$ cat src/rtl/mult_div_if.sv
// Handshake and result bundle between the execute-stage issue logic and the
// iterative multiply/divide unit.
interface mult_div_if #(
  parameter int WIDTH = 32
);
  logic             start;
  logic [1:0]       op;
  logic             abort;
  logic [WIDTH-1:0] opa;
  logic [WIDTH-1:0] opb;
  logic             busy;
  logic             done;
  logic [WIDTH-1:0] hi;
  logic [WIDTH-1:0] lo;
  logic             div_zero;

  modport master (
    output start, op, abort, opa, opb,
    input  busy, done, hi, lo, div_zero
  );

  modport slave (
    input  start, op, abort, opa, opb,
    output busy, done, hi, lo, div_zero
  );
endinterface

$ cat src/rtl/mult_div_unit.sv
// Iterative multiply/divide unit: shift-add multiply and restoring divide on
// operand magnitudes, one bit per cycle, with sign correction applied once at
// the end. Result lands in HI/LO with a fixed latency regardless of operands.
//
// state | meaning
// ------+-----------------------------------------------------------------
// IDLE  | waiting for start
// CALC  | one multiply/divide iteration per clock, WIDTH iterations
// FIX   | sign correction and divide-by-zero substitution, write HI/LO
// DONE  | result valid for one cycle; a new start is accepted here too
module mult_div_unit #(
  parameter int WIDTH = 32
) (
  input  logic      clk,
  input  logic      n_rst,
  mult_div_if.slave bus
);

  localparam int            CW        = (WIDTH > 1) ? $clog2(WIDTH) : 1;
  localparam logic [CW-1:0] LAST_ITER = CW'(WIDTH - 1);

  typedef enum logic [1:0] {
    S_IDLE = 2'd0,
    S_CALC = 2'd1,
    S_FIX  = 2'd2,
    S_DONE = 2'd3
  } state_t;

  state_t           state_q, state_d;
  logic             accept, commit;

  logic [CW-1:0]    cnt_q;
  logic             is_div_q;
  logic             neg_res_q;   // negate product (mult) or quotient (div)
  logic             neg_rem_q;   // remainder follows the dividend sign
  logic             dz_q;        // divisor was zero for the latched op
  logic [WIDTH-1:0] raw_a_q;     // unmodified dividend, returned on divide by zero
  logic [WIDTH-1:0] mdr_q;       // multiplicand magnitude or divisor magnitude
  logic [WIDTH-1:0] acc_q;       // product upper half or partial remainder
  logic [WIDTH-1:0] sh_q;        // multiplier/product lower half or dividend/quotient

  logic [WIDTH-1:0] hi_q, lo_q;
  logic             div_zero_q;

  logic             op_div, a_neg, b_neg;
  logic [WIDTH-1:0] a_mag, b_mag;

  logic [WIDTH:0]   add_sum, rem_sh, trial;
  logic [WIDTH-1:0] acc_step, sh_step;

  logic [2*WIDTH-1:0] prod, prod_fix;
  logic [WIDTH-1:0]   quo_fix, rem_fix;
  logic [WIDTH-1:0]   res_hi, res_lo;

  // Operand decode: op[1] selects divide, op[0] selects signed.
  always_comb begin
    op_div = bus.op[1];
    a_neg  = bus.op[0] & bus.opa[WIDTH-1];
    b_neg  = bus.op[0] & bus.opb[WIDTH-1];
    a_mag  = a_neg ? -bus.opa : bus.opa;
    b_mag  = b_neg ? -bus.opb : bus.opb;
  end

  // One iteration of either shift-add multiply or restoring divide.
  always_comb begin
    add_sum = {1'b0, acc_q} + (sh_q[0] ? {1'b0, mdr_q} : '0);
    rem_sh  = {acc_q, sh_q[WIDTH-1]};
    trial   = rem_sh - {1'b0, mdr_q};
    if (is_div_q) begin
      acc_step = trial[WIDTH] ? rem_sh[WIDTH-1:0] : trial[WIDTH-1:0];
      sh_step  = {sh_q[WIDTH-2:0], ~trial[WIDTH]};
    end else begin
      acc_step = add_sum[WIDTH:1];
      sh_step  = {add_sum[0], sh_q[WIDTH-1:1]};
    end
  end

  // Final result with sign correction; divide by zero returns the raw dividend.
  always_comb begin
    prod     = {acc_q, sh_q};
    prod_fix = neg_res_q ? -prod : prod;
    quo_fix  = neg_res_q ? -sh_q : sh_q;
    rem_fix  = neg_rem_q ? -acc_q : acc_q;
    if (!is_div_q) begin
      res_hi = prod_fix[2*WIDTH-1:WIDTH];
      res_lo = prod_fix[WIDTH-1:0];
    end else if (dz_q) begin
      res_hi = raw_a_q;
      res_lo = '1;
    end else begin
      res_hi = rem_fix;
      res_lo = quo_fix;
    end
  end

  // State register.
  always_ff @(posedge clk or negedge n_rst) begin
    if (!n_rst) state_q <= S_IDLE;
    else        state_q <= state_d;
  end

  // Next-state logic; abort wins over both iteration and completion.
  always_comb begin
    state_d = state_q;
    accept  = 1'b0;
    commit  = 1'b0;
    case (state_q)
      S_IDLE, S_DONE: begin
        if (bus.start) begin
          accept  = 1'b1;
          state_d = S_CALC;
        end else begin
          state_d = S_IDLE;
        end
      end
      S_CALC: begin
        if (bus.abort)               state_d = S_IDLE;
        else if (cnt_q == LAST_ITER) state_d = S_FIX;
      end
      S_FIX: begin
        if (bus.abort) begin
          state_d = S_IDLE;
        end else begin
          commit  = 1'b1;
          state_d = S_DONE;
        end
      end
      default: state_d = S_IDLE;
    endcase
  end

  // Datapath: latch magnitudes and sign info on accept, iterate in CALC.
  always_ff @(posedge clk or negedge n_rst) begin
    if (!n_rst) begin
      cnt_q     <= '0;
      is_div_q  <= 1'b0;
      neg_res_q <= 1'b0;
      neg_rem_q <= 1'b0;
      dz_q      <= 1'b0;
      raw_a_q   <= '0;
      mdr_q     <= '0;
      acc_q     <= '0;
      sh_q      <= '0;
    end else if (accept) begin
      cnt_q     <= '0;
      is_div_q  <= op_div;
      neg_res_q <= a_neg ^ b_neg;
      neg_rem_q <= a_neg;
      dz_q      <= op_div & (bus.opb == '0);
      raw_a_q   <= bus.opa;
      acc_q     <= '0;
      mdr_q     <= op_div ? b_mag : a_mag;
      sh_q      <= op_div ? a_mag : b_mag;
    end else if (state_q == S_CALC) begin
      cnt_q <= cnt_q + CW'(1);
      acc_q <= acc_step;
      sh_q  <= sh_step;
    end
  end

  // Architectural HI/LO/div_zero only change when FIX completes.
  always_ff @(posedge clk or negedge n_rst) begin
    if (!n_rst) begin
      hi_q       <= '0;
      lo_q       <= '0;
      div_zero_q <= 1'b0;
    end else if (commit) begin
      hi_q       <= res_hi;
      lo_q       <= res_lo;
      div_zero_q <= is_div_q & dz_q;
    end
  end

  assign bus.busy     = (state_q == S_CALC) || (state_q == S_FIX);
  assign bus.done     = (state_q == S_DONE);
  assign bus.hi       = hi_q;
  assign bus.lo       = lo_q;
  assign bus.div_zero = div_zero_q;

endmodule

$ cat src/flat_wrapper.sv
// flat-port wrapper written by rule: the top's interface ports become plain ports
module mult_div_unit_flat 
#(
  parameter int WIDTH = 32
)
  (clk, n_rst, bus_start, bus_op, bus_abort, bus_opa, bus_opb, bus_busy, bus_done, bus_hi, bus_lo, bus_div_zero);
  mult_div_if #(.WIDTH(WIDTH)) bus_i ();
  input  logic clk;
  input  logic n_rst;
  input wire logic [$bits(bus_i.start)-1:0] bus_start;
  input wire logic [$bits(bus_i.op)-1:0] bus_op;
  input wire logic [$bits(bus_i.abort)-1:0] bus_abort;
  input wire logic [$bits(bus_i.opa)-1:0] bus_opa;
  input wire logic [$bits(bus_i.opb)-1:0] bus_opb;
  output wire logic [$bits(bus_i.busy)-1:0] bus_busy;
  output wire logic [$bits(bus_i.done)-1:0] bus_done;
  output wire logic [$bits(bus_i.hi)-1:0] bus_hi;
  output wire logic [$bits(bus_i.lo)-1:0] bus_lo;
  output wire logic [$bits(bus_i.div_zero)-1:0] bus_div_zero;
  assign bus_i.start = bus_start;
  assign bus_i.op = bus_op;
  assign bus_i.abort = bus_abort;
  assign bus_i.opa = bus_opa;
  assign bus_i.opb = bus_opb;
  assign bus_busy = bus_i.busy;
  assign bus_done = bus_i.done;
  assign bus_hi = bus_i.hi;
  assign bus_lo = bus_i.lo;
  assign bus_div_zero = bus_i.div_zero;
  mult_div_unit #(.WIDTH(WIDTH)) u_core (.clk(clk), .n_rst(n_rst), .bus(bus_i));
endmodule
$ cat config.mk
export PLATFORM = sky130hd
export DESIGN_NAME = mult_div_unit_flat
export DESIGN_NICKNAME = d
export VERILOG_FILES = /design/src/rtl/mult_div_if.sv /design/src/rtl/mult_div_unit.sv /design/src/flat_wrapper.sv
export SDC_FILE = /design/constraint.sdc
export NUM_CORES = 1
export LEC_CHECK = 0
export CORE_MARGIN = 2
export CORE_UTILIZATION = 53
export CTS_CLUSTER_SIZE = 16
export DETAILED_ROUTE_END_ITERATION = 6
export MAX_ROUTING_LAYER = met4
export PLACE_DENSITY = 0.86
export SYNTH_ARGS = -nofsm -noshare
export SYNTH_HDL_FRONTEND = slang
export SYNTH_SLANG_ARGS = --single-unit
export TNS_END_PERCENT = 1
$ cat constraint.sdc
create_clock -name clk -period 3.3 [get_ports clk]
set_input_delay 0.495 -clock clk [delete_from_list [all_inputs] [get_ports clk]]
set_output_delay 0.495 -clock clk [all_outputs]
set_load 0.005 [all_outputs]
==> reports/results.ini, run 1 <==
[status]
status = finished with violations
violations = negative hold slack

[worst_setup_path]
rr_startpoint = u_core.acc_q[19]
r2r_slack_ns = 0.01
start_kind = register
slowest_stage = or4_4
worstPathCellList = buf_4 -> or4_4 -> or4_1 -> or3_1 -> or3_1 -> buf_4 -> nor3_1 -> a31oi_1 -> nor2_1 -> a221oi_2 -> a21oi_1
critPathMaxStageDelay_ns = 0.55
crit_required_ns = 3.77
crit_path_end_kind = register
critPathKind = register to register
critPathLaunch = u_core.acc_q[19]
r2r_cells = 11
cp.arrival_ns = 3.77
cp_max_fo = 4

[place]
io_buffers = 136
placed_cell_area_mm2 = 0.0200
dp_hpwl_mm = 53.1
gp_congestion = 1.03

[synth]
ys_ff_latch = 204
syn_area_mm2 = 0.0168
yosys_warnings = 0
synthCells = 2201
synth_mux_area_frac = 0.0420
synth-xor-area-share = 0.0957
synth_edf_count = 0
synth.avg_cell_area_um2 = 7.65
yosys.area_share.simple = 0.209
synth_compound_area_frac = 0.244
yosysSeqAreaShare = 0.303
syn_nets = 2346
synth_fa_ha_area_frac = 0.0566
async_flop_share = 1.00
synth_top_family_by_area = compound AO/OA/AOI/OAI gates
yosys.cell_types.count = 73
ys.flop_type = dfrtp_1

[grt]
grtUsageMet1 = 0.538
grt.busiest_layer = met2
grtUsageTotal = 0.419
grt_max_degree = 102
grt_overflow_total = 0
grt_use_met2 = 0.667
grt_pass1_wl_mm = 103
antenna_found_initial = 2
grt_pass1_vias = 17480
met3_usage = 0.0637

[cells_and_area]
drive_gt1_frac = 0.141
mostFrequentLayoutCells = 327 x nand2_1, 231 x buf_4, 217 x o21ai_0
syn_to_final_growth_pct = 25.4
fill_cells = 2612
stdcell_area_mm2 = 0.0211
layout_commonest_cell = nand2_1
fin_nets = 2595
final_util = 0.673

[clock_tree]
clk_latency_ns = 0.56
cts_tree = done
h-tree-depth = 1
cts_buffers = 26
clockRootBuffer = clkbuf_16
clock_tree.buffer_depth = 3
cts.sinks = 204
clk_pin_slew_ns = 0.06

[power_and_ir_drop]
powerDensity_mw_per_mm2 = 847
leakage_nw = 9.36
peakVddDrop_mv = 0.560

[timing]
slew-limit-headroom = 0.258
fmax_mhz = 304
min_period_ns = 3.29
worstMarginPinSlew_ns = 1.11
period_share = 0.997
setup_viol = 0
hold_ws_ns = -0.0148
finalHoldViolCount = 6
slew_viol_final = 0
rsz0062_at_grt = yes
skew_ns = 0.0148

[die]
start_util = 0.537
pin_count = 137
fp.dieH_um = 182
die-area_mm2 = 0.0332
core-area_mm2 = 0.0314
die_w_um = 182
rows = 65

[routing]
detail-route-antenna-nets = 0
viasPerCell = 6.42
wl_per_cell_um = 24.0
dr.pass1.iters = 6
wirelength_mm = 69.0
first_iter_violations = 2152
post-route-drc-count = 0
vias = 18427

[flow_run]
cap_violations = 0

[worst_hold_path]
hold_path.class = input pin to async pin

-- cell families after synthesis --
kind of cell / count (synthesis)
compound gates: 671
xor+xnor: 184
fa+ha+maj: 75
buf+inv: 219
flops: 204
mux: 70
simple gates: 778
-- worst paths after layout --
| path | end |
|---|---|
| hold reg to reg | u_core.bus.div_zero |
| setup reg to reg | u_core.bus.hi[26] |
| max in group asynchronous | u_core.acc_q[19] |
| setup / recovery | u_core.bus.hi[26] |
| min in group clk | u_core.bus.div_zero |
| hold / removal | u_core.bus.lo[21] |
-- report_power, final --
group	total, mW	internal [mW]	switching, mW	leakage, nW
registers	3.94	3.16	0.772	2.61
clock network	3.09	1.89	1.20	0.447
logic	10.9	4.55	6.32	6.30
total	17.9	9.60	8.29	9.36
-- area by class of cell --
type | instances | area (µm²) | area share
clock inverter | 14 | 216 | 0.0102
multi-input combinational | 1778 | 11100 | 0.526
inverter | 67 | 251 | 0.0119
tap | 402 | 503 | 0.0238
timing repair buffer | 373 | 3230 | 0.153
sequential | 204 | 5110 | 0.242
clock buffer | 33 | 697 | 0.0330
antenna | 1 | 2.50 | 0.000118
-- synthesized netlist by cell type (18+ instances only) --
cell / count / area share
a211oi_1: 22 / 0.0098
inv_1: 65 / 0.014
a21oi_1: 168 / 0.050
nand3_1: 37 / 0.011
ha_1: 73 / 0.054
nor4_1: 26 / 0.0097
nand2b_1: 18 / 0.0067
nor2_1: 202 / 0.045
xnor2_1: 89 / 0.046
o21ai_0: 227 / 0.067
nor3_1: 42 / 0.012
a22oi_1: 27 / 0.012
or3_1: 22 / 0.0082
nand2_1: 329 / 0.073
o31ai_1: 20 / 0.0089
mux2i_1: 64 / 0.038
a21o_1: 37 / 0.016
dfrtp_1: 204 / 0.30
a31oi_1: 29 / 0.011
o211ai_1: 57 / 0.025
clkbuf_1: 132 / 0.029
xor2_1: 95 / 0.049
-- routing by layer --
| metal | up-vias | routed length, µm | share of wire |
|---|---|---|---|
| met5 | - | 0 | 0 |
| met4 | 0 | 3350 | 0.049 |
| met3 | 200 | 7000 | 0.10 |
| met2 | 1098 | 31800 | 0.46 |
| met1 | 8805 | 26800 | 0.39 |
| li1 | 8324 | - | - |
-- registers in the layout, indices dropped and copies added (netlist names), 2 cells and up --
name            cells
u_core.mdr_q       32
u_core.cnt_q        5
u_core.raw_a_q     32
u_core.bus.hi      32
u_core.sh_q        32
u_core.state_q      2
u_core.bus.lo      32
u_core.acc_q       32
-- stage by stage --
step	worst slack [ns]	total power [mW]	hold WS, ns	setup TNS, ns	std cells
6_report	0.00975	17.9	-0.0148	0	2872
5_1_grt	-0.0791	18.8	0.0508	-0.590	2872
4_1_cts	0.0149	17.4	0.0300	0	2866
3_5_place_dp	-0.199	14.3	0.469	-2.07	2818
3_3_place_gp	-0.212	14.1	0.454	-1.01	2818
2_1_floorplan	0.0470	10.0	0.199	0	2201
-- critical path: cells and delay by family (launching register included) --
kind            cells  cell delay [ns]
flops               1             0.46
simple gates        6             2.16
compound gates      3             0.28
buf+inv             2             0.31
-- timing repair --
action,CTS,global route
pin swaps,2,12
endpoints found under the setup margin,31,42
hold buffers,0,0
gates cloned,0,0
resized for setup,14,34
buffers inserted,1,5
Power figures use the tool's default switching activity.
==> inputs of run 2 (changes only) <==
CORE_MARGIN = unset   (was 2)
SETUP_SLACK_MARGIN = 0.15   (was unset)
==> run 2 against run 1 <==
The run now ends clean. Clock skew increased by 0.0077 ns. First-iteration DRC count is 2.0% lower. Total power increased by 3.6%. Fmax grew 2.4%. Worst setup slack gained 0.078 ns. Hold slack better by 0.024 ns. Critical path type unchanged. Critical endpoint is now u_core.acc_q[28]. Largest power group unchanged. Highest routed layer unchanged.
==> reports/results.ini, run 2 (synthesis gave the netlist of run 1 again) <==
[routing]
post-route-drc-count = 0  ; unchanged
first_iter_violations = 2108  ; -2.0%
wl_per_cell_um = 23.8  ; -0.82%
wirelength_mm = 68.7  ; -0.33%
dr.pass1.iters = 7  ; +1
detail-route-antenna-nets = 0  ; unchanged
vias = 18527  ; +0.54%
viasPerCell = 6.42  ; about the same

[worst_setup_path]
start_kind = register
cp.arrival_ns = 3.64  ; -0.13 ns
crit_required_ns = 3.73  ; -0.04 ns
r2r_slack_ns = 0.09  ; +0.08 ns
critPathKind = register to register
cp_max_fo = 7  ; +3
crit_path_end_kind = register

[grt]
antenna_found_initial = 3  ; +1
grt_overflow_total = 0  ; unchanged
grt_pass1_vias = 17455  ; -0.14%
grtUsageTotal = 0.425  ; +0.00568
grt_max_degree = 102  ; unchanged
grt_pass1_wl_mm = 103  ; -0.35%

[cells_and_area]
drive_gt1_frac = 0.159  ; +0.0175
mostFrequentLayoutCells = 328 x nand2_1, 242 x buf_4, 218 x o21ai_0
fin_nets = 2613  ; +0.69%
layout_commonest_cell = nand2_1
syn_to_final_growth_pct = 27.9

[die]
rows = 64  ; -1.5%
die-area_mm2 = 0.0325  ; -2.2%
core-area_mm2 = 0.0309  ; -1.5%
pin_count = 137  ; unchanged
fp.dieH_um = 180  ; -1.1%
die_w_um = 180  ; -1.1%
start_util = 0.545  ; +0.00838

[clock_tree]
cts.sinks = 204  ; unchanged
h-tree-depth = 1  ; unchanged
clk_latency_ns = 0.55  ; about the same
clockRootBuffer = clkbuf_16
cts_buffers = 25  ; -3.8%
clk_pin_slew_ns = 0.06  ; about the same
clock_tree.buffer_depth = 3  ; unchanged
cts_tree = done
postCtsHoldBufs = 0  ; unchanged

[timing]
hold_ws_ns = 0.00953  ; +0.0243 ns
slew_viol_final = 0  ; unchanged
rsz0062_at_grt = yes
setup_viol = 0  ; unchanged
period_share = 0.973  ; -0.0237
finalHoldViolCount = 0  ; -6
setup_ws_ns = 0.0879  ; +0.0782 ns
worstMarginPinSlew_ns = 1.10  ; -0.0143 ns
min_period_ns = 3.21  ; -0.0782 ns
skew_ns = 0.0225  ; +0.00772 ns
slew-limit-headroom = 0.267  ; +0.00954
fmax_mhz = 311  ; +2.4%

[power_and_ir_drop]
peakVddDrop_mv = 0.608  ; +8.7%
powerDensity_mw_per_mm2 = 861  ; +1.6%
leakage_nw = 9.52  ; +1.7%

[place]
io_buffers = 136  ; unchanged
dp_hpwl_mm = 52.4  ; -1.3%
gp_congestion = 1.04  ; +1.5%
place_ws_ns = -0.279  ; -0.0796 ns

[flow_run]
cap_violations = 0  ; unchanged

[worst_hold_path]
hold_path.class = input pin to async pin

[status]
status = complete, no violations

-- run 2: changes by cell type in the layout (fill, tap and decap cells not counted), sizes merged --
cell | before | now
buf | 238 | 256
inv | 67 | 71
diode | 1 | 3
clkbuf | 34 | 31
bufinv | 5 | 7
clkinv | 8 | 6
clkinvlp | 1 | 0
-- run 2: critical path, cell delays in order (launching register included) --
cell and delay [ns]:
dfrtp_1 0.40, inv_2 0.11, buf_12 0.14, buf_8 0.13, nor2_4 0.05, ha_4 0.29, nand3_4 0.07, buf_6 0.13
nor4_4 0.25, nand4b_1 0.23, a31oi_4 0.31, buf_6 0.13, o2111ai_2 0.12, a31oi_1 0.22, xnor2_1 0.14, a21oi_1 0.09
a32o_1 0.28
-- run 2: metal layers --
layer | vias to the layer above | GRT usage | wire length, µm
met5 | - | - | 0
met4 | 0 | 0.202 | 3510
met3 | 201 | 0.0867 | 6890
met2 | 1050 | 0.657 | 31200
met1 | 8909 | 0.532 | 27100
li1 | 8367 | - | -
-- run 2: power breakdown --
part	switching (mW)	internal [mW]
logic	6.48	4.78
clock network	1.23	2.02
registers	0.858	3.16
-- run 2: worst paths after layout --
path / start / end / cells past startpoint
max: u_core.sh_q[0] / u_core.acc_q[28] / 16
min: n_rst / u_core.cnt_q[3] / 1
max reg2reg: u_core.sh_q[0] / u_core.acc_q[28] / 16
min reg2reg: u_core.bus.hi[12] / u_core.bus.hi[12] / 2
max in group asynchronous: n_rst / u_core.acc_q[22] / 2
min in group clk: u_core.bus.hi[12] / u_core.bus.hi[12] / 2
-- run 2: metrics by stage --
stage	setup TNS (ns)	instances	utilization	instance area [µm²]	power (mW)
floorplan	0	2201	-	16900	10.0
global placement	-1.56	2820	0.648	20000	14.1
detailed placement	-3.31	2820	0.648	20000	14.3
CTS	0	2871	0.681	21100	17.7
global route	-0.102	2886	0.697	21500	19.4
finish	0	2886	0.697	21500	18.5
-- run 2: repair_timing --
action	in CTS	in global routing
pin swaps	5	33
gates cloned	0	1
resized for setup	10	78
setup buffers	5	11
setup endpoints to repair	37	53
-- run 2: cell type report --
class	instances	area, µm²
multi-input cells	1778	11300
fillers	2529	9370
flip-flops and latches	204	5110
repair buffers	392	3410
clock buffers	29	671
well taps	396	495
clock inverters	17	285
inverters	67	251
diodes	3	7.51
==> inputs of run 3 (changes only) <==
ABC_AREA = 0   (was unset)
==> results of run 3 <==
No change in the layout: final DEF, timing and power equal those of run 2.
